===== src/rtl/laser500_pkg.sv =====
// Shared constants, request struct, FSM states and address mapping for the
// laser500 RAM upload path.
package laser500_pkg;

  localparam logic [7:0]  UPL_IDX_RAM     = 8'd0;
  localparam logic [7:0]  UPL_IDX_PRG     = 8'd1;
  localparam logic [7:0]  UPL_FILL        = 8'hFF;
  localparam logic [24:0] BASIC_BASE_ADDR = 25'h8995;

  typedef enum logic [1:0] {IDLE, ISSUE, WAITQ, CAPTURE} upl_state_t;

  typedef struct packed {
    logic [24:0] addr;
    logic [7:0]  idx;
  } upl_req_t;

  // BASIC uploads are offset into the program area; callers truncate to ADDR_W.
  function automatic logic [24:0] upl_map_addr(input logic [7:0]  index,
                                               input logic [24:0] addr,
                                               input logic [24:0] base = BASIC_BASE_ADDR);
    return (index == UPL_IDX_PRG) ? addr + base : addr;
  endfunction

  function automatic logic upl_idx_ok(input logic [7:0] index);
    return (index == UPL_IDX_RAM) || (index == UPL_IDX_PRG);
  endfunction

endpackage


===== src/rtl/ram_uploader_if.sv =====
// Host ioctl upload handshake plus the RAM read port driven by the uploader.
interface ram_uploader_if #(parameter int ADDR_W = 18);
  logic              ioctl_upload;
  logic              ioctl_rd;
  logic [24:0]       ioctl_addr;
  logic [7:0]        ioctl_index;
  logic [7:0]        ioctl_din;
  logic              ioctl_wait;
  logic [ADDR_W-1:0] mem_addr;
  logic              mem_rd;
  logic [7:0]        mem_q;

  modport slave (
    input  ioctl_upload, ioctl_rd, ioctl_addr, ioctl_index, mem_q,
    output ioctl_din, ioctl_wait, mem_addr, mem_rd
  );

  modport master (
    output ioctl_upload, ioctl_rd, ioctl_addr, ioctl_index, mem_q,
    input  ioctl_din, ioctl_wait, mem_addr, mem_rd
  );
endinterface


===== src/rtl/ram_uploader.sv =====
// Serves host upload reads from system RAM (index 0 raw, index 1 BASIC area).
// Define UPLOAD_CHECKSUM_EN to keep a running mod-256 sum of delivered bytes.
module ram_uploader
  import laser500_pkg::*;
#(
  parameter int          ADDR_W     = 18,
  parameter int          RD_LATENCY = 1,
  parameter logic [24:0] BASIC_BASE = BASIC_BASE_ADDR
) (
  input  logic           clk,
  input  logic           reset,
  ram_uploader_if.slave  bus,
  output logic           upl_active,
  output logic [7:0]     chksum
);

  upl_state_t state;
  upl_req_t   pend, req;
  logic       pend_vld, req_vld;
  logic [1:0] lat_cnt;

  // A queued request takes precedence over a fresh strobe.
  assign req_vld = pend_vld | bus.ioctl_rd;
  assign req     = pend_vld ? pend : upl_req_t'{addr: bus.ioctl_addr, idx: bus.ioctl_index};

  always_ff @(posedge clk) begin
    if (reset) begin
      state          <= IDLE;
      pend           <= '0;
      pend_vld       <= 1'b0;
      lat_cnt        <= '0;
      upl_active     <= 1'b0;
      bus.ioctl_din  <= 8'h00;
      bus.ioctl_wait <= 1'b0;
      bus.mem_rd     <= 1'b0;
      bus.mem_addr   <= '0;
    end else begin
      upl_active <= bus.ioctl_upload;
      bus.mem_rd <= 1'b0;
      if (!bus.ioctl_upload) begin
        state          <= IDLE;
        bus.ioctl_wait <= 1'b0;
        pend_vld       <= 1'b0;
      end else begin
        case (state)
          IDLE: begin
            bus.ioctl_wait <= req_vld;
            pend_vld       <= 1'b0;
            if (req_vld) begin
              if (upl_idx_ok(req.idx)) begin
                state        <= ISSUE;
                bus.mem_rd   <= 1'b1;
                bus.mem_addr <= ADDR_W'(upl_map_addr(req.idx, req.addr, BASIC_BASE));
              end else begin
                bus.ioctl_din <= UPL_FILL;
              end
            end
          end
          ISSUE: begin
            lat_cnt <= 2'(RD_LATENCY - 1);
            state   <= (RD_LATENCY == 1) ? CAPTURE : WAITQ;
          end
          WAITQ: begin
            lat_cnt <= lat_cnt - 2'd1;
            if (lat_cnt == 2'd1) state <= CAPTURE;
          end
          CAPTURE: begin
            bus.ioctl_din  <= bus.mem_q;
            bus.ioctl_wait <= 1'b0;
            state          <= IDLE;
          end
          default: state <= IDLE;
        endcase
        // Strobes that can't be taken now queue one deep; a later one overwrites.
        if (bus.ioctl_rd && (state != IDLE || pend_vld)) begin
          pend     <= upl_req_t'{addr: bus.ioctl_addr, idx: bus.ioctl_index};
          pend_vld <= 1'b1;
        end
      end
    end
  end

`ifdef UPLOAD_CHECKSUM_EN
  logic [7:0] sum_q;
  logic       upl_rise, ld_cap, ld_fill;

  assign upl_rise = bus.ioctl_upload & ~upl_active;
  assign ld_cap   = bus.ioctl_upload && (state == CAPTURE);
  assign ld_fill  = bus.ioctl_upload && (state == IDLE) && req_vld && !upl_idx_ok(req.idx);

  always_ff @(posedge clk) begin
    if (reset)         sum_q <= 8'h00;
    else if (upl_rise) sum_q <= ld_fill ? UPL_FILL : 8'h00;
    else if (ld_cap)   sum_q <= sum_q + bus.mem_q;
    else if (ld_fill)  sum_q <= sum_q + UPL_FILL;
  end

  assign chksum = sum_q;
`else
  assign chksum = 8'h00;
`endif

endmodule


===== src/flat_wrapper.sv =====
// flat-port wrapper written by rule: the top's interface ports become plain ports
module ram_uploader_flat import laser500_pkg::*;
#(
  parameter int          ADDR_W     = 18,
  parameter int          RD_LATENCY = 1,
  parameter logic [24:0] BASIC_BASE = BASIC_BASE_ADDR
)
  (clk, reset, upl_active, chksum, bus_ioctl_upload, bus_ioctl_rd, bus_ioctl_addr, bus_ioctl_index, bus_mem_q, bus_ioctl_din, bus_ioctl_wait, bus_mem_addr, bus_mem_rd);
  ram_uploader_if #(.ADDR_W(ADDR_W)) bus_i ();
  input  logic clk;
  input  logic reset;
  output logic upl_active;
  output logic [7:0] chksum;
  input wire logic [$bits(bus_i.ioctl_upload)-1:0] bus_ioctl_upload;
  input wire logic [$bits(bus_i.ioctl_rd)-1:0] bus_ioctl_rd;
  input wire logic [$bits(bus_i.ioctl_addr)-1:0] bus_ioctl_addr;
  input wire logic [$bits(bus_i.ioctl_index)-1:0] bus_ioctl_index;
  input wire logic [$bits(bus_i.mem_q)-1:0] bus_mem_q;
  output wire logic [$bits(bus_i.ioctl_din)-1:0] bus_ioctl_din;
  output wire logic [$bits(bus_i.ioctl_wait)-1:0] bus_ioctl_wait;
  output wire logic [$bits(bus_i.mem_addr)-1:0] bus_mem_addr;
  output wire logic [$bits(bus_i.mem_rd)-1:0] bus_mem_rd;
  assign bus_i.ioctl_upload = bus_ioctl_upload;
  assign bus_i.ioctl_rd = bus_ioctl_rd;
  assign bus_i.ioctl_addr = bus_ioctl_addr;
  assign bus_i.ioctl_index = bus_ioctl_index;
  assign bus_i.mem_q = bus_mem_q;
  assign bus_ioctl_din = bus_i.ioctl_din;
  assign bus_ioctl_wait = bus_i.ioctl_wait;
  assign bus_mem_addr = bus_i.mem_addr;
  assign bus_mem_rd = bus_i.mem_rd;
  ram_uploader #(.ADDR_W(ADDR_W), .RD_LATENCY(RD_LATENCY), .BASIC_BASE(BASIC_BASE)) u_core (.clk(clk), .reset(reset), .bus(bus_i), .upl_active(upl_active), .chksum(chksum));
endmodule

===== config.mk =====
export PLATFORM = sky130hd
export DESIGN_NAME = ram_uploader_flat
export DESIGN_NICKNAME = d
export VERILOG_FILES = /design/src/rtl/laser500_pkg.sv /design/src/rtl/ram_uploader_if.sv /design/src/rtl/ram_uploader.sv /design/src/flat_wrapper.sv
export SDC_FILE = /design/constraint.sdc
export NUM_CORES = 1
export LEC_CHECK = 0
export CAP_MARGIN = 25
export CORE_ASPECT_RATIO = 0.9
export CORE_UTILIZATION = 32
export DETAILED_ROUTE_END_ITERATION = 7
export DONT_BUFFER_PORTS = 1
export SLEW_MARGIN = 20
export SYNTH_ARGS = -nofsm -noshare
export SYNTH_HDL_FRONTEND = slang
export SYNTH_SLANG_ARGS = --single-unit
export TNS_END_PERCENT = 1

===== constraint.sdc =====
create_clock -name clk -period 2.9 [get_ports clk]
set_clock_uncertainty 0.2 [all_clocks]
set_input_delay 0.87 -clock clk [delete_from_list [all_inputs] [get_ports clk]]
set_output_delay 0.87 -clock clk [all_outputs]
set_load 0.02 [all_outputs]

==> results.txt <==
period utilization: 95.1%
average wire per standard cell: 15.2 um
GPL Wtd Cong: 0.861
Worst Setup Slack, final: 0.143 ns
site row count: 33
Die ar.: 10,100 um^2
WP data arrival: 2.78 ns
Netlist cell types: 56
height of the die: 95.6 um
CP Class: in2reg
DR vias/cell: 5.17
via count: 2,658
Starting Density: 33.5%
I/O Buffers: 0
antenna violations before repair: 0
Synth async-reset ratio: 0%
largest net degree at the start of global routing: 51
Worst-Margin Slew: 0.537 ns
VDD IR max: 0.208 mV
relative slew slack: 63.2%
CTS Buf Count: 9
area of the mapped netlist: 3120 um^2
DR iter-0 viols: 125
leading cell type in the layout, fill and taps excluded: nand2_1
Yosys warning count: 0
fmax: 363 MHz
fill cell count: 987
outcome: completed
WP data required: 2.92 ns
Hold Violations, Final: 0
Post-synth EDFFs: 0
Max Slew Vio Count: 0
max_cap viols: 0
Critical Path Fanout Max: 3
average cell area after synthesis: 8.13 um^2
Root Driver: clkbuf_8
sequential-to-total area share from yosys stat: 38.6%
IO Pins: 82
CTS tree: built
DRC viols: 0
pwr dens: 503 nW/um^2
htree depth: 3
Top delay family on crit path: compound AO/OA/AOI/OAI gates
CTS sink cnt: 60
Finish-stage setup viols: 0
vias in the first global route: 2,579
critical path's largest stage delay: 0.32 ns
Setup TNS: 0 ns
total gr overflow: 0
type of the most critical hold path: reg2reg
Routed WL: 7830 um
post-placement worst setup slack: -0.177 ns
layout cell share with drive strength beyond 1: 11.0%
Final min period: 2.76 ns
commonest non-fill, non-tap cells in the layout: nand2_1 (74), dfxtp_1 (59), a21oi_1 (42)
CTS Buffer Depth: 2
HPWL after DPL: 5790 um
# placed instances: 499
ys flop type: dfxtp_1
Pre-Repair DR Iteration Count: 4
Worst path most repeated cell: o21ai_0
cts hold-fix bufs: 0
# Post-CTS Setup Buffers: 0
P&R area growth vs syn: 12.1%
Worst-Skew Late Latency: 0.34 ns
Leakage: 1.22 nW
GR Util All Layers: 16.7%
CP Cell Sequence: mux2_2, ha_1, o21ai_0, o221ai_1, a311oi_1, o21ai_0, buf_4, a311o_1
core area: 9290 um^2
first-pass GRT wire length: 13,000 um
Diodes inserted: 0
reg2reg setup slack: 0.15 ns
Startpoint Class: primary input
chip width: 106 um
clock-pin slew of the registers on the worst-case setup and hold paths: 0.07 ns
# nets final: 438
WP buf/inv: 1
post-route ant nets: 0
Slowest-stage cell, CP: a311oi_1
FF+latch count, synth: 60
endpoint class of the critical path: flip-flop
post-synthesis cell count: 383
Layout Cells excl Fill: 514
==> Yosys cell counts, types with 2 or more instances <==
cell type  instances  area (um^2)
a311oi_1           9         78.8
nor3_1             4         20.0
dfxtp_1           60         1200
a2111oi_0          2         17.5
o31ai_1            3         22.5
o2111ai_1          2         17.5
and3_1             4         25.0
a22o_1             5         43.8
and2_1             2         12.5
xnor2_1            7         61.3
buf_6              2         22.5
xor2_1             3         26.3
nand4_1            2         12.5
o21ai_0            9         45.0
nand3_1           12         60.1
a21boi_0           2         15.0
inv_1             15         56.3
nand3b_1           7         52.6
a311o_1            3         30.0
a21oi_1           42          210
mux2i_1           15          150
a21o_1             3         22.5
nor2_1            21         78.8
buf_4              8         60.1
o211ai_1           3         22.5
buf_2              8         40.0
nor4_1             3         18.8
nand2_1           74          278
mux2_2             5         56.3
ha_1               5         62.6
a211oi_1           5         37.5
clkbuf_1          14         52.6
==> tightest hold or removal path, stage by stage, from the launching register on <==
cell and delay, ns:
dfxtp_1 0.31, nand2_1 0.05, a21oi_1 0.05
==> flip-flops by register name (all words and copies together) (netlist names) <==
| name | count |
|---|---|
| u_core.upl_active | 1 |
| u_core.lat_cnt | 2 |
| u_core.bus.ioctl_wait | 1 |
| u_core.bus.mem_addr | 18 |
| u_core.bus.ioctl_din | 8 |
| u_core.pend | 26 |
| u_core.pend_vld | 1 |
| u_core.state | 2 |
| u_core.bus.mem_rd | 1 |
==> worst paths after layout <==
check	start	to	depth (start not counted)
max	bus_ioctl_addr[1]	u_core.bus.mem_addr[16]	8
min	u_core.pend[24]	u_core.pend[24]	2
max reg2reg	u_core.pend_vld	u_core.bus.mem_addr[16]	8
min reg2reg	u_core.pend[24]	u_core.pend[24]	2
==> stage by stage <==
step	utilization (%)	hold slack (ns)	area, um^2	total power [mW]
floorplan	-	0.232	3140	0.963
global placement	35.3	0.233	3280	0.972
detailed placement	35.3	0.241	3280	0.974
CTS	37.5	0.251	3480	1.78
global route	37.6	0.278	3490	1.83
finish	37.6	0.248	3490	1.76
==> report_power, final <==
part / leakage (nW) / total [mW] / switching (mW) / internal, mW
Combinational: 0.630 / 0.104 / 0.0633 / 0.0405
Sequential: 0.486 / 0.852 / 0.0182 / 0.834
Clock: 0.102 / 0.802 / 0.326 / 0.476
Total: 1.22 / 1.76 / 0.408 / 1.35
==> final cells by class <==
class                   count  area [um^2]  share of cell area [%]
clock buffers              10          128                    3.65
clock inverters             5         77.6                    2.22
inverters                  15         56.3                    1.61
multi-input cells         282         1710                    49.1
flip-flops and latches     60         1200                    34.4
well taps                 122          153                    4.37
repair buffers             20          163                    4.66
==> cell families after synthesis <==
logic type      after synthesis  share of synthesized area, %
xor+xnor                     10                          2.81
mux                          20                          6.63
other cells                   1                         0.120
simple gates                141                          21.2
buf+inv                      48                          7.55
fa+ha+maj                     5                          2.01
flops                        60                          38.6
compound gates               98                          21.2
==> layer usage <==
layer / track usage (%) / part of all wire, % / up-vias
met4: 5.90 / 1.6 / 0
met5: 0 / 0 / -
met2: 27.1 / 46 / 85
li1: - / - / 1343
met3: 6.63 / 8.2 / 13
met1: 20.0 / 45 / 1217
==> timing repair <==
item                                    CTS  global route
endpoints found under the setup margin    0             2
hold endpoints to repair                  0             0
gates resized for setup                   0             3
Note: power is estimated with default switching activity, not from simulation.
